## src/rtl/apb_master_bridge_if.sv

```systemverilog
// APB3 bus bundle between the bridge (master modport) and the peripheral interconnect (slave modport).
// Handshake: the master holds PSEL with stable PADDR/PWRITE/PWDATA; a transfer completes on the first PENABLE cycle with PREADY=1.
interface apb_master_bridge_if #(
  parameter int ADDR_WIDTH = 32,
  parameter int DATA_WIDTH = 32
);
  logic [ADDR_WIDTH-1:0] PADDR;
  logic [DATA_WIDTH-1:0] PWDATA;
  logic                  PWRITE;
  logic                  PSEL;
  logic                  PENABLE;
  logic [DATA_WIDTH-1:0] PRDATA;
  logic                  PREADY;
  logic                  PSLVERR;

  modport master (
    output PADDR, PWDATA, PWRITE, PSEL, PENABLE,
    input  PRDATA, PREADY, PSLVERR
  );

  modport slave (
    input  PADDR, PWDATA, PWRITE, PSEL, PENABLE,
    output PRDATA, PREADY, PSLVERR
  );
endinterface

```

## src/rtl/apb_master_bridge.sv

```systemverilog
// Core data-bus (req/gnt/rvalid) to single-transfer APB3 bridge, one transaction outstanding.
// Optional ACCESS-phase stall timeout is compiled in with `define APB_BRIDGE_TIMEOUT_EN.
module apb_master_bridge #(
  parameter int ADDR_WIDTH     = 32,
  parameter int DATA_WIDTH     = 32,
  parameter int BE_WIDTH       = DATA_WIDTH / 8,
  parameter int TIMEOUT_CYCLES = 256
) (
  input  logic                  clk,
  input  logic                  rst,
  input  logic                  data_req_i,
  output logic                  data_gnt_o,
  input  logic                  data_we_i,
  input  logic [BE_WIDTH-1:0]   data_be_i,
  input  logic [ADDR_WIDTH-1:0] data_addr_i,
  input  logic [DATA_WIDTH-1:0] data_wdata_i,
  output logic                  data_rvalid_o,
  output logic [DATA_WIDTH-1:0] data_rdata_o,
  output logic                  data_err_o,
  apb_master_bridge_if.master   apb,
  output logic [1:0]            dbg_state
);

  typedef enum logic [1:0] {IDLE, SETUP, ACCESS, RESP} state_t;

  state_t                state_q, state_d;
  logic [ADDR_WIDTH-1:0] paddr_q, paddr_d;
  logic [DATA_WIDTH-1:0] pwdata_q, pwdata_d;
  logic                  pwrite_q, pwrite_d;
  logic [DATA_WIDTH-1:0] rdata_q, rdata_d;
  logic                  err_q, err_d;
  logic                  timeout_hit;
  logic [1:0]            unused_addr_lsb;

  assign unused_addr_lsb = data_addr_i[1:0];

`ifdef APB_BRIDGE_TIMEOUT_EN
  localparam int CNT_W = $clog2(TIMEOUT_CYCLES + 1);

  logic [CNT_W-1:0] to_cnt_q, to_cnt_d;

  // Counts PREADY-low ACCESS cycles; any exit from ACCESS leaves it at zero.
  always_comb begin
    to_cnt_d    = '0;
    timeout_hit = 1'b0;
    if (state_q == ACCESS && !apb.PREADY) begin
      if (to_cnt_q == CNT_W'(TIMEOUT_CYCLES - 1)) timeout_hit = 1'b1;
      else                                        to_cnt_d    = to_cnt_q + 1'b1;
    end
  end

  always_ff @(posedge clk) begin
    if (rst) to_cnt_q <= '0;
    else     to_cnt_q <= to_cnt_d;
  end
`else
  assign timeout_hit = 1'b0;
`endif

  always_ff @(posedge clk) begin
    if (rst) begin
      state_q  <= IDLE;
      paddr_q  <= '0;
      pwdata_q <= '0;
      pwrite_q <= 1'b0;
      rdata_q  <= '0;
      err_q    <= 1'b0;
    end else begin
      state_q  <= state_d;
      paddr_q  <= paddr_d;
      pwdata_q <= pwdata_d;
      pwrite_q <= pwrite_d;
      rdata_q  <= rdata_d;
      err_q    <= err_d;
    end
  end

  always_comb begin
    state_d  = state_q;
    paddr_d  = paddr_q;
    pwdata_d = pwdata_q;
    pwrite_d = pwrite_q;
    rdata_d  = rdata_q;
    err_d    = err_q;
    case (state_q)
      IDLE: begin
        if (data_req_i) begin
          paddr_d  = {data_addr_i[ADDR_WIDTH-1:2], 2'b00};
          pwdata_d = data_wdata_i;
          pwrite_d = data_we_i;
          rdata_d  = '0;
          // No byte strobes on the fabric, so a partial write is answered locally.
          if (data_we_i && (data_be_i != {BE_WIDTH{1'b1}})) begin
            err_d   = 1'b1;
            state_d = RESP;
          end else begin
            err_d   = 1'b0;
            state_d = SETUP;
          end
        end
      end
      SETUP: state_d = ACCESS;
      ACCESS: begin
        if (apb.PREADY) begin
          rdata_d = pwrite_q ? '0 : apb.PRDATA;
          err_d   = apb.PSLVERR;
          state_d = RESP;
        end else if (timeout_hit) begin
          rdata_d = '0;
          err_d   = 1'b1;
          state_d = RESP;
        end
      end
      RESP: begin
        rdata_d = '0;
        err_d   = 1'b0;
        state_d = IDLE;
      end
      default: state_d = IDLE;
    endcase
  end

  assign data_gnt_o    = (state_q == IDLE) && data_req_i && !rst;
  assign data_rvalid_o = (state_q == RESP);
  assign data_rdata_o  = data_rvalid_o ? rdata_q : '0;
  assign data_err_o    = data_rvalid_o ? err_q : 1'b0;

  assign apb.PADDR   = paddr_q;
  assign apb.PWDATA  = pwdata_q;
  assign apb.PWRITE  = pwrite_q;
  assign apb.PSEL    = (state_q == SETUP) || (state_q == ACCESS);
  assign apb.PENABLE = (state_q == ACCESS);

  assign dbg_state = state_q;

endmodule

```

## src/flat_wrapper.sv

```systemverilog
// flat-port wrapper written by rule: the top's interface ports become plain ports
module apb_master_bridge_flat 
#(
  parameter int ADDR_WIDTH     = 32,
  parameter int DATA_WIDTH     = 32,
  parameter int BE_WIDTH       = DATA_WIDTH / 8,
  parameter int TIMEOUT_CYCLES = 256
)
  (clk, rst, data_req_i, data_gnt_o, data_we_i, data_be_i, data_addr_i, data_wdata_i, data_rvalid_o, data_rdata_o, data_err_o, dbg_state, apb_PADDR, apb_PWDATA, apb_PWRITE, apb_PSEL, apb_PENABLE, apb_PRDATA, apb_PREADY, apb_PSLVERR);
  apb_master_bridge_if #(.ADDR_WIDTH(ADDR_WIDTH), .DATA_WIDTH(DATA_WIDTH)) apb_i ();
  input  logic clk;
  input  logic rst;
  input  logic data_req_i;
  output logic data_gnt_o;
  input  logic data_we_i;
  input  logic [BE_WIDTH-1:0] data_be_i;
  input  logic [ADDR_WIDTH-1:0] data_addr_i;
  input  logic [DATA_WIDTH-1:0] data_wdata_i;
  output logic data_rvalid_o;
  output logic [DATA_WIDTH-1:0] data_rdata_o;
  output logic data_err_o;
  output logic [1:0] dbg_state;
  output wire logic [$bits(apb_i.PADDR)-1:0] apb_PADDR;
  output wire logic [$bits(apb_i.PWDATA)-1:0] apb_PWDATA;
  output wire logic [$bits(apb_i.PWRITE)-1:0] apb_PWRITE;
  output wire logic [$bits(apb_i.PSEL)-1:0] apb_PSEL;
  output wire logic [$bits(apb_i.PENABLE)-1:0] apb_PENABLE;
  input wire logic [$bits(apb_i.PRDATA)-1:0] apb_PRDATA;
  input wire logic [$bits(apb_i.PREADY)-1:0] apb_PREADY;
  input wire logic [$bits(apb_i.PSLVERR)-1:0] apb_PSLVERR;
  assign apb_PADDR = apb_i.PADDR;
  assign apb_PWDATA = apb_i.PWDATA;
  assign apb_PWRITE = apb_i.PWRITE;
  assign apb_PSEL = apb_i.PSEL;
  assign apb_PENABLE = apb_i.PENABLE;
  assign apb_i.PRDATA = apb_PRDATA;
  assign apb_i.PREADY = apb_PREADY;
  assign apb_i.PSLVERR = apb_PSLVERR;
  apb_master_bridge #(.ADDR_WIDTH(ADDR_WIDTH), .DATA_WIDTH(DATA_WIDTH), .BE_WIDTH(BE_WIDTH), .TIMEOUT_CYCLES(TIMEOUT_CYCLES)) u_core (.clk(clk), .rst(rst), .data_req_i(data_req_i), .data_gnt_o(data_gnt_o), .data_we_i(data_we_i), .data_be_i(data_be_i), .data_addr_i(data_addr_i), .data_wdata_i(data_wdata_i), .data_rvalid_o(data_rvalid_o), .data_rdata_o(data_rdata_o), .data_err_o(data_err_o), .apb(apb_i), .dbg_state(dbg_state));
endmodule
```

## config.mk

```make
export PLATFORM = sky130hd
export DESIGN_NAME = apb_master_bridge_flat
export DESIGN_NICKNAME = d
export VERILOG_FILES = /design/src/rtl/apb_master_bridge_if.sv /design/src/rtl/apb_master_bridge.sv /design/src/flat_wrapper.sv
export SDC_FILE = /design/constraint.sdc
export NUM_CORES = 1
export LEC_CHECK = 0
export BUFFER_PORTS_ARGS = -buffer_cell sky130_fd_sc_hd__buf_4
export CORE_ASPECT_RATIO = 2
export CORE_MARGIN = 3
export CORE_UTILIZATION = 29
export CTS_CLUSTER_SIZE = 10
export DETAILED_ROUTE_END_ITERATION = 12
export GPL_TIMING_DRIVEN = 0
export PLACE_DENSITY_LB_ADDON = 0.25
export SLEW_MARGIN = 15
export SYNTH_ARGS = -nofsm -noshare
export SYNTH_HDL_FRONTEND = slang
export SYNTH_SLANG_ARGS = --single-unit
```

## constraint.sdc

```tcl
create_clock -name clk -period 1.6 [get_ports clk]
set_input_delay 0.08 -clock clk [delete_from_list [all_inputs] [get_ports clk]]
set_output_delay 0.08 -clock clk [all_outputs]
set_load 0.01 [all_outputs]
```

==> results.yml, run 1 <==
outcome:
  outcome: "finished, final reports clean"
grt:
  grtUsageTotal: 0.185
  grt-ovfl-total: 0
  grt_pass1_vias: 5002
  grt_max_degree: 17
  antenna_found_initial: 0
  grt_first_pass_wirelength_mm: 24.6
cells_and_area:
  fillers: 1405
  fin_nets: 928
  n_antenna_cell: 0
  syn2layout_area_growth_pct: 68.6
  multiInputGateArea_um2: 2280
  drive_gt1_frac: 0.375
  seqCellArea_um2: 1970
job:
  drv_cap: 0
sta:
  setup_viol_count_final: 0
  fin_worst_skew_ns: 0.00563
  tightest_slew_ns: 0.552
  fin_ws_ns: 0.0547
  slew_headroom: 0.632
  rsz0062_at_grt: "yes"
  fin_crit_ns: 1.55
  fin_hold_ws_ns: 0.0569
  slew_viol_final: 0
  hold_viol: 0
  period_share: 0.966
  clock.fmax_mhz: 647
cts:
  clkLatencyLatePin_ns: 0.34
  cts_inserted_buffers: 9
  cts.sinks: 98
  root_buffer: "clkbuf_16"
  ctsHtreeMaxLevel: 3
  cts_max_path_buffers: 2
  cts_tree: "yes"
  path_clk_slew_ns: 0.07
place:
  post-place-ws_ns: -0.286
  gp_congestion: 0.827
  io_buffer_count: 204
  dpl.hpwl_mm: 11.7
yosys:
  synthXorXnorAreaFrac: 0
  synthesis.instances: 536
  synthMuxAreaShare: 0
  yosysSeqAreaShare: 0.444
  synth_cell_types: 26
  synth_fa_ha_area_frac: 0.0142
  netlist_area_um2: 4420
  syn_avg_cell_area_um2: 8.25
  synth_compound_area_frac: 0.178
  synth.ff_latch_count: 98
  yosys_warnings: 0
  synth-simple-area-share: 0.282
  synth_top_family_by_area: "simple AND/OR/NAND/NOR gates"
pwr:
  p_leak_uw: 0.00325
  power.density_nw_per_um2: 1370
  power.total_uw: 10200
  max-vdd-ir-drop_mv: 0.895
routing:
  ant_nets: 0
  drcViolationCount: 0
  first_pass_iters: 4
  drtIter0Drc: 150
  wl_mm: 15.8
  vias_per_cell: 4.75
  wire_per_inst_um: 15.6
  via_count: 4829
min_path:
  min_path_type: "in -> reg"
  hold_depth: 3
critical_path:
  cp-end-kind: "register"
  crit_path_start_kind: "register"
  critPathKind: "reg -> reg"
  cp_max_fo: 10
  r2r_cells: 7
  cp.arrival_ns: 1.76
  worstPathRequired_ns: 1.81
floorplan:
  initial_core_util: 0.297
  fp.dieArea_um2: 16900
  die_x_um: 93.3
  fp-row-count: 63
  die_h_um: 181
  num_io_pins: 210
  core_area_um2: 14900
[critical path, stage by stage (launching register included)]
cell and delay, ns:
dfxtp_4 0.40, inv_2 0.06, ha_4 0.19, nor2b_1 0.13
buf_4 0.16, buf_6 0.15, o31ai_1 0.21, a21oi_1 0.10
[layout make-up]
cell class,count,area share
multi-input combinational,379,0.306
tap,195,0.0327
clock inverter,7,0.0156
buffer,56,0.0557
clock buffer,9,0.0302
inverter,3,0.00185
timing repair buffer,270,0.293
sequential,98,0.264
[sequential cells by signal (all words and copies together) (netlist names)]
signal	flops
u_core.apb.PADDR	30
u_core.apb.PWDATA	32
u_core.apb.PWRITE	1
u_core.dbg_state	2
u_core.err_q	1
u_core.rdata_q	32
[cell usage in the layout, fill, tap and decap left out, types with 7 or more instances in the layout]
master / synthesis / final
nand2_1: 126 / 126
dfxtp_1: 98 / 96
clkbuf_2: 0 / 7
o31ai_2: 5 / 21
and3b_1: 25 / 25
a21oi_1: 97 / 97
clkbuf_1: 27 / 15
o31ai_1: 27 / 9
and3b_2: 7 / 7
and2_1: 34 / 34
buf_6: 12 / 14
buf_4: 6 / 216
dlygate4sd3_1: 0 / 62
nand4_1: 33 / 33
clkbuf_16: 0 / 10
[report_power, final]
group	switching (uW)	internal, uW	leakage [uW]
sequential	290	2890	0.000801
combinational	2500	2030	0.00229
clock	972	1530	0.000166
[logic make-up after synthesis]
kind of cell               after synthesis
other                                    1
adders and majority gates                5
AOI/OAI and AO/OA                      134
and+or+nand+nor                        237
buffers and inverters                   61
DFF                                     98
[layer usage]
| metal | vias to the layer above | routed length (um) | track usage |
|---|---|---|---|
| li1 | 2401 | - | - |
| met2 | 170 | 8920 | 0.358 |
| met5 | - | 0 | 0 |
| met4 | 0 | 422 | 0.0752 |
| met1 | 2228 | 5390 | 0.173 |
| met3 | 30 | 1110 | 0.0564 |
[cells in the mapped netlist]
cell	count	share of area
buf_6	12	0.031
o31ai_1	27	0.046
ha_1	5	0.014
nor3_1	2	0.0023
o31ai_2	5	0.014
a311oi_1	2	0.0040
inv_1	3	0.0025
and2_1	34	0.048
nor2_1	3	0.0025
nand3_1	1	0.0011
clkbuf_1	27	0.023
o211ai_1	1	0.0017
nor2b_1	2	0.0028
dfxtp_1	98	0.44
buf_2	13	0.015
a31oi_1	2	0.0028
nand4_1	33	0.047
and3b_1	25	0.050
and3b_2	7	0.016
nand2_2	1	0.0014
a21oi_1	97	0.11
buf_4	6	0.010
and2b_1	1	0.0017
nand2_1	126	0.11
conb_1	1	0.00085
nand2b_1	2	0.0028
[repair_timing]
| item | in CTS | in global routing |
|---|---|---|
| resized for setup | 35 | 41 |
| endpoints found under the hold margin | 62 | 0 |
| endpoints found under the setup margin | 122 | 46 |
| gates cloned | 0 | 1 |
| hold buffers | 62 | 0 |
| pin swaps | 1 | 3 |
| setup buffers | 1 | 3 |
[through the flow]
step	instance area [um^2]	TNS, ns	cells	util
2_1_floorplan	4420	0	537	-
3_3_place_gp	6200	-10.62	936	0.416
3_5_place_dp	6200	-14.74	936	0.416
4_1_cts	7280	-0.00204	1015	0.488
5_1_grt	7450	-0.0424	1017	0.500
6_report	7450	0	1017	0.500
[final timing paths]
path	endpoint	slack, ns	start
setup reg to reg	u_core.rdata_q[12]	0.05	u_core.dbg_state[1]
hold / removal	u_core.apb.PADDR[10]	0.06	data_addr_i[10]
setup / recovery	u_core.rdata_q[12]	0.05	u_core.dbg_state[1]
hold reg to reg	u_core.apb.PWDATA[8]	0.46	u_core.apb.PWDATA[8]
Power figures use the tool's default switching activity.
==> inputs of run 2 (changes only) <==
- CORE_UTILIZATION: 29 -> 30
- MAX_ROUTING_LAYER: default -> met4
==> run 2 against run 1 <==
Register-to-register slack lost 0.03 ns. Via count up 0.14%. Cell count fell by 0.79%. Critical endpoint is now u_core.rdata_q[15]. Global-route usage increased by 1.2 points. Total power fell by 3.3%. Combinational power shrank 2%. Critical path depth did not move. Fmax decreased by 2.0%. Highest routed layer unchanged. Die area shrank 3.2%. Sequential power about the same. Largest power group unchanged. Sequential cell count unchanged. Non-clock buffer count down 4.
==> results.yml, run 2 (same netlist as run 1, synthesis figures left out) <==
sta:
  tightest_slew_ns: 0.518
  fin_crit_ns: 1.58
  slew_viol_final: 0
  hold_viol: 0
  clock.fmax_mhz: 634
  fin_hold_ws_ns: 0.0188
  setup_viol_count_final: 0
  rsz0062_at_grt: "yes"
  fin_worst_skew_ns: 0.0116
  slew_headroom: 0.655
  fin_ws_ns: 0.0226
  period_share: 0.986
pwr:
  power.switching_uw: 3780
  power.density_nw_per_um2: 1340
  internal_power_uw: 6090
  p_leak_uw: 0.00319
  seqPwrFrac: 0.323
  pwr-share-clk: 0.224
  p_comb_frac: 0.453
  max-vdd-ir-drop_mv: 0.764
  p_sw_frac: 0.383
  power.total_uw: 9870
place:
  place_inst: 933
  post-place-ws_ns: -0.243
  io_buffer_count: 204
  gp_congestion: 0.820
  dpl.hpwl_mm: 11.7
routing:
  drtIter0Drc: 145
  drcViolationCount: 0
  ant_nets: 0
  via_count: 4836
  vias_per_cell: 4.79
  first_pass_iters: 4
  wire_per_inst_um: 15.7
  wl_mm: 15.9
critical_path:
  crit_path_start_kind: "register"
  regToRegSetupSlack_ns: 0.02
  r2r-start: "u_core.dbg_state[0]"
  r2r_cells: 7
  critPathKind: "reg -> reg"
  worstPathRequired_ns: 1.80
  cp_max_fo: 10
  cp.arrival_ns: 1.78
  crit_start: "u_core.dbg_state[0]"
  cp-end-kind: "register"
  r2r-end: "u_core.rdata_q[15]"
grt:
  grt_first_pass_wirelength_mm: 25.1
  grt_pass1_vias: 5201
  grt-ovfl-total: 0
  grt_max_degree: 18
  antenna_found_initial: 0
  grtUsageTotal: 0.197
floorplan:
  core_area_um2: 14400
  fp.dieArea_um2: 16300
  initial_core_util: 0.306
  num_io_pins: 210
  die_h_um: 178
  fp-row-count: 62
  die_x_um: 91.8
outcome:
  outcome: "finished, final reports clean"
cells_and_area:
  fin_nets: 923
  stdcell_count: 1009
  fin_util: 0.512
  drive_gt1_frac: 0.373
  syn2layout_area_growth_pct: 67.1
  final_common_cell: "buf_4"
  final_cell_mix: "buf_4, nand2_1, a21oi_1"
  fillers: 1386
  n_antenna_cell: 0
job:
  drv_cap: 0
cts:
  cts_max_path_buffers: 2
  cts_tree: "yes"
  path_clk_slew_ns: 0.06
  ctsHtreeMaxLevel: 3
  cts.sinks: 98
  root_buffer: "clkbuf_16"
  clkLatencyLatePin_ns: 0.34
  cts_inserted_buffers: 9
min_path:
  hold_depth: 3
  holdPathEnd: "u_core.apb.PWRITE"
  worstHoldStart: "data_we_i"
  min_path_type: "in -> reg"
[run 2: changes by cell type in the layout (fill, tap and decap cells not counted), sizes merged]
cell,previous run,this run
bufinv,3,1
clkinv,2,0
clkinvlp,1,3
dlygate4sd3,62,60
buf,237,236
inv,4,5
nand2,128,127
[run 2: critical path, cell delays in order (launching register included)]
cell and delay (ns):
dfxtp_4 0.40, inv_4 0.06, ha_2 0.20, nor2b_1 0.12, buf_2 0.17, buf_8 0.17, o31ai_2 0.23, a21oi_1 0.09
[run 2: how the worst max path moves through the flow]
stage	endpoint	slack, ns	cells after the start
4_1_cts	data_gnt_o	-0.04	6
2_1_floorplan	u_core.rdata_q[10]	0.009	7
3_5_place_dp	u_core.rdata_q[28]	-0.24	6
5_1_grt	u_core.rdata_q[10]	-0.05	7
3_3_place_gp	u_core.apb.PWDATA[18]	-0.18	6
6_report	u_core.rdata_q[15]	0.02	7
[run 2: layout make-up]
class                   count  area (um^2)  share of cell area
multi-input cells         378         2290               0.310
repair buffers            265         2140               0.290
flip-flops and latches     98         1970               0.267
plain buffers              57          424              0.0574
well taps                 192          240              0.0325
clock buffers              10          229              0.0310
clock inverters             6         72.6             0.00983
inverters                   3         18.8             0.00254
[run 2: per-layer routing]
layer,vias up,track usage,wire (um)
li1,2392,-,-
met1,2244,0.186,5650
met2,175,0.386,9030
met3,25,0.0378,849
met4,0,0.0732,326
met5,-,-,0
[run 2: what timing repair did]
item,in CTS,in global routing
endpoints found under the setup margin,122,80
pin swaps,0,3
resized for setup,40,48
hold buffers,60,0
endpoints found under the hold margin,60,0
buffers inserted,0,1
[run 2: power groups by stage]
stage	logic (uW)	clock network, uW	registers [uW]
6_report	4470	2210	3190
3_5_place_dp	3880	0	3180
3_3_place_gp	3800	0	3160
4_1_cts	4260	2280	3160
5_1_grt	4880	2370	3240
2_1_floorplan	2250	0	3270
[run 2: through the flow]
step	cell area, um^2	setup TNS, ns
global route	7390	-0.399
detailed placement	6200	-13.77
floorplan	4420	0
global placement	6200	-10.44
CTS	7230	-0.0424
finish	7390	0
==> inputs of run 3 (changes only) <==
- BUFFER_PORTS_ARGS: -buffer_cell sky130_fd_sc_hd__buf_4 -> default
- CELL_PAD_IN_SITES_DETAIL_PLACEMENT: default -> 2
- CELL_PAD_IN_SITES_GLOBAL_PLACEMENT: default -> 2
- DONT_BUFFER_PORTS: default -> 1
==> run 3 against run 2 <==
The run now ends with hold timing, setup timing left. Die area unchanged. Sequential power increased by 8.5%. Core utilization decreased by 7.1 points. Sequential share of layout area increased by 4.3 points. Clock-buffer cell count unchanged. First-iteration DRC count decreased by 52%. Combinational power increased by 2%. Design area decreased by 14%.
==> results.yml, run 3 (same netlist as run 1, synthesis figures left out) <==
outcome:
  outcome: "complete, but fails checks"
  violations: "hold timing, setup timing"
sta:
  slew_headroom: 0.622
  slew_viol_final: 0
  setup_viol_count_final: 33
  totalNegativeSetupSlack_ns: -2.45
  rsz0062_at_grt: "yes"
  fin_crit_ns: 1.73
  hold_viol: 3
  tightest_slew_ns: 0.567
  fin_ws_ns: -0.130
  period_share: 1.08
  fin_hold_ws_ns: -0.0109
  fin_worst_skew_ns: 0.0106
  clock.fmax_mhz: 578
floorplan:
  fp.dieArea_um2: 16300
  num_io_pins: 210
  die_x_um: 91.8
  fp-row-count: 62
  die_h_um: 178
  core_area_um2: 14400
  initial_core_util: 0.306
min_path:
  holdPathEnd: "u_core.apb.PADDR[31]"
  hold_depth: 3
  worstHoldStart: "data_req_i"
  min_path_type: "in -> reg"
place:
  gp_congestion: 0.728
  dpl.hpwl_mm: 12.2
  io_buffer_count: 0
cells_and_area:
  syn2layout_area_growth_pct: 44.0
  fin_util: 0.441
  drive_gt1_frac: 0.218
  final_common_cell: "nand2_1"
  final_cell_mix: "nand2_1, dfxtp_1, a21oi_1"
  fin_nets: 738
critical_path:
  r2r-start: "u_core.dbg_state[0]"
  cp-end-kind: "register"
  regToRegSetupSlack_ns: -0.13
  crit_path_start_kind: "register"
  r2r_cells: 7
  cp.arrival_ns: 1.95
  cp_max_fo: 6
  critPathKind: "reg -> reg"
  worstPathRequired_ns: 1.82
  r2r-end: "u_core.rdata_q[22]"
pwr:
  max-vdd-ir-drop_mv: 0.844
  power.total_uw: 10200
  p_leak_uw: 0.00230
  power.density_nw_per_um2: 1610
cts:
  cts_max_path_buffers: 2
  cts.sinks: 98
  clkLatencyLatePin_ns: 0.34
  ctsHtreeMaxLevel: 3
  path_clk_slew_ns: 0.08
  cts_inserted_buffers: 9
  cts_tree: "yes"
  root_buffer: "clkbuf_16"
routing:
  via_count: 4362
  vias_per_cell: 5.28
  ant_nets: 0
  wl_mm: 18.4
  wire_per_inst_um: 22.3
  first_pass_iters: 4
  drcViolationCount: 0
  drtIter0Drc: 70
grt:
  grtUsageTotal: 0.222
  grt_pass1_vias: 5090
  antenna_found_initial: 2
  grt-ovfl-total: 0
  grt_max_degree: 19
  grt_first_pass_wirelength_mm: 27.8
job:
  drv_cap: 0
run 3: cell count changes in the layout (fill, tap and decap cells not counted), sizes merged, moves of 2 or more:
| cell | change |
|---|---|
| inv | -2 |
| clkinvlp | -2 |
| dlygate4sd3 | +4 |
| diode | +2 |
| clkinv | +5 |
| buf | -188 |
run 3: power by group:
part	internal, uW	switching (uW)	leakage (uW)
Sequential	2890	568	0.000801
Clock	1140	1060	0.000148
Combinational	1900	2670	0.00135
Total	5930	4300	0.00230
run 3: worst max-delay path: stages, from the launching register on:
cell and delay [ns]:
dfxtp_4 0.42, clkinvlp_4 0.17, ha_4 0.23, nor2b_4 0.14
buf_8 0.14, buf_12 0.14, o31ai_2 0.25, a21oi_1 0.13
run 3: cell type report:
type | instances | area [um^2]
fillers | 1607 | 8060
multi-input cells | 378 | 2530
flip-flops and latches | 98 | 1970
repair buffers | 81 | 810
plain buffers | 56 | 500
well taps | 192 | 240
clock buffers | 10 | 239
clock inverters | 6 | 62.6
inverters | 3 | 15.0
diodes | 2 | 5.00
run 3: worst max path at each step:
| stage | from | to | slack (ns) | cells after the start |
|---|---|---|---|---|
| floorplan | u_core.dbg_state[0] | u_core.rdata_q[10] | 0.009 | 7 |
| global placement | u_core.dbg_state[1] | u_core.rdata_q[26] | -0.33 | 5 |
| detailed placement | u_core.dbg_state[1] | u_core.rdata_q[19] | -0.42 | 5 |
| CTS | u_core.dbg_state[0] | u_core.rdata_q[3] | -0.08 | 7 |
| global route | u_core.dbg_state[0] | u_core.rdata_q[22] | -0.20 | 8 |
| finish | u_core.dbg_state[0] | u_core.rdata_q[22] | -0.13 | 7 |
run 3: per-layer routing:
metal | share of wire | vias up | track usage
met5 | 0 | - | -
met4 | 0.030 | 0 | 0.0881
met3 | 0.061 | 35 | 0.0560
met2 | 0.59 | 161 | 0.442
met1 | 0.32 | 2137 | 0.194
li1 | - | 2029 | -
run 3: stage by stage:
step / area (um^2) / cells / hold WS (ns) / worst slack (ns)
CTS: 6200 / 821 / 0.0294 / -0.0799
global route: 6370 / 826 / 0.00174 / -0.204
finish: 6370 / 826 / -0.0109 / -0.130
global placement: 4660 / 729 / 0.219 / -0.326
detailed placement: 4660 / 729 / 0.224 / -0.424
floorplan: 4420 / 537 / 0.216 / 0.00858
run 3: timing repair:
item                                    CTS  global route
hold endpoints to repair                 64             0
buffers inserted                         10             3
hold buffers                             64             0
cloned                                    4             0
gates resized for setup                 110            38
endpoints found under the setup margin  132           101
pin swaps                                11            23
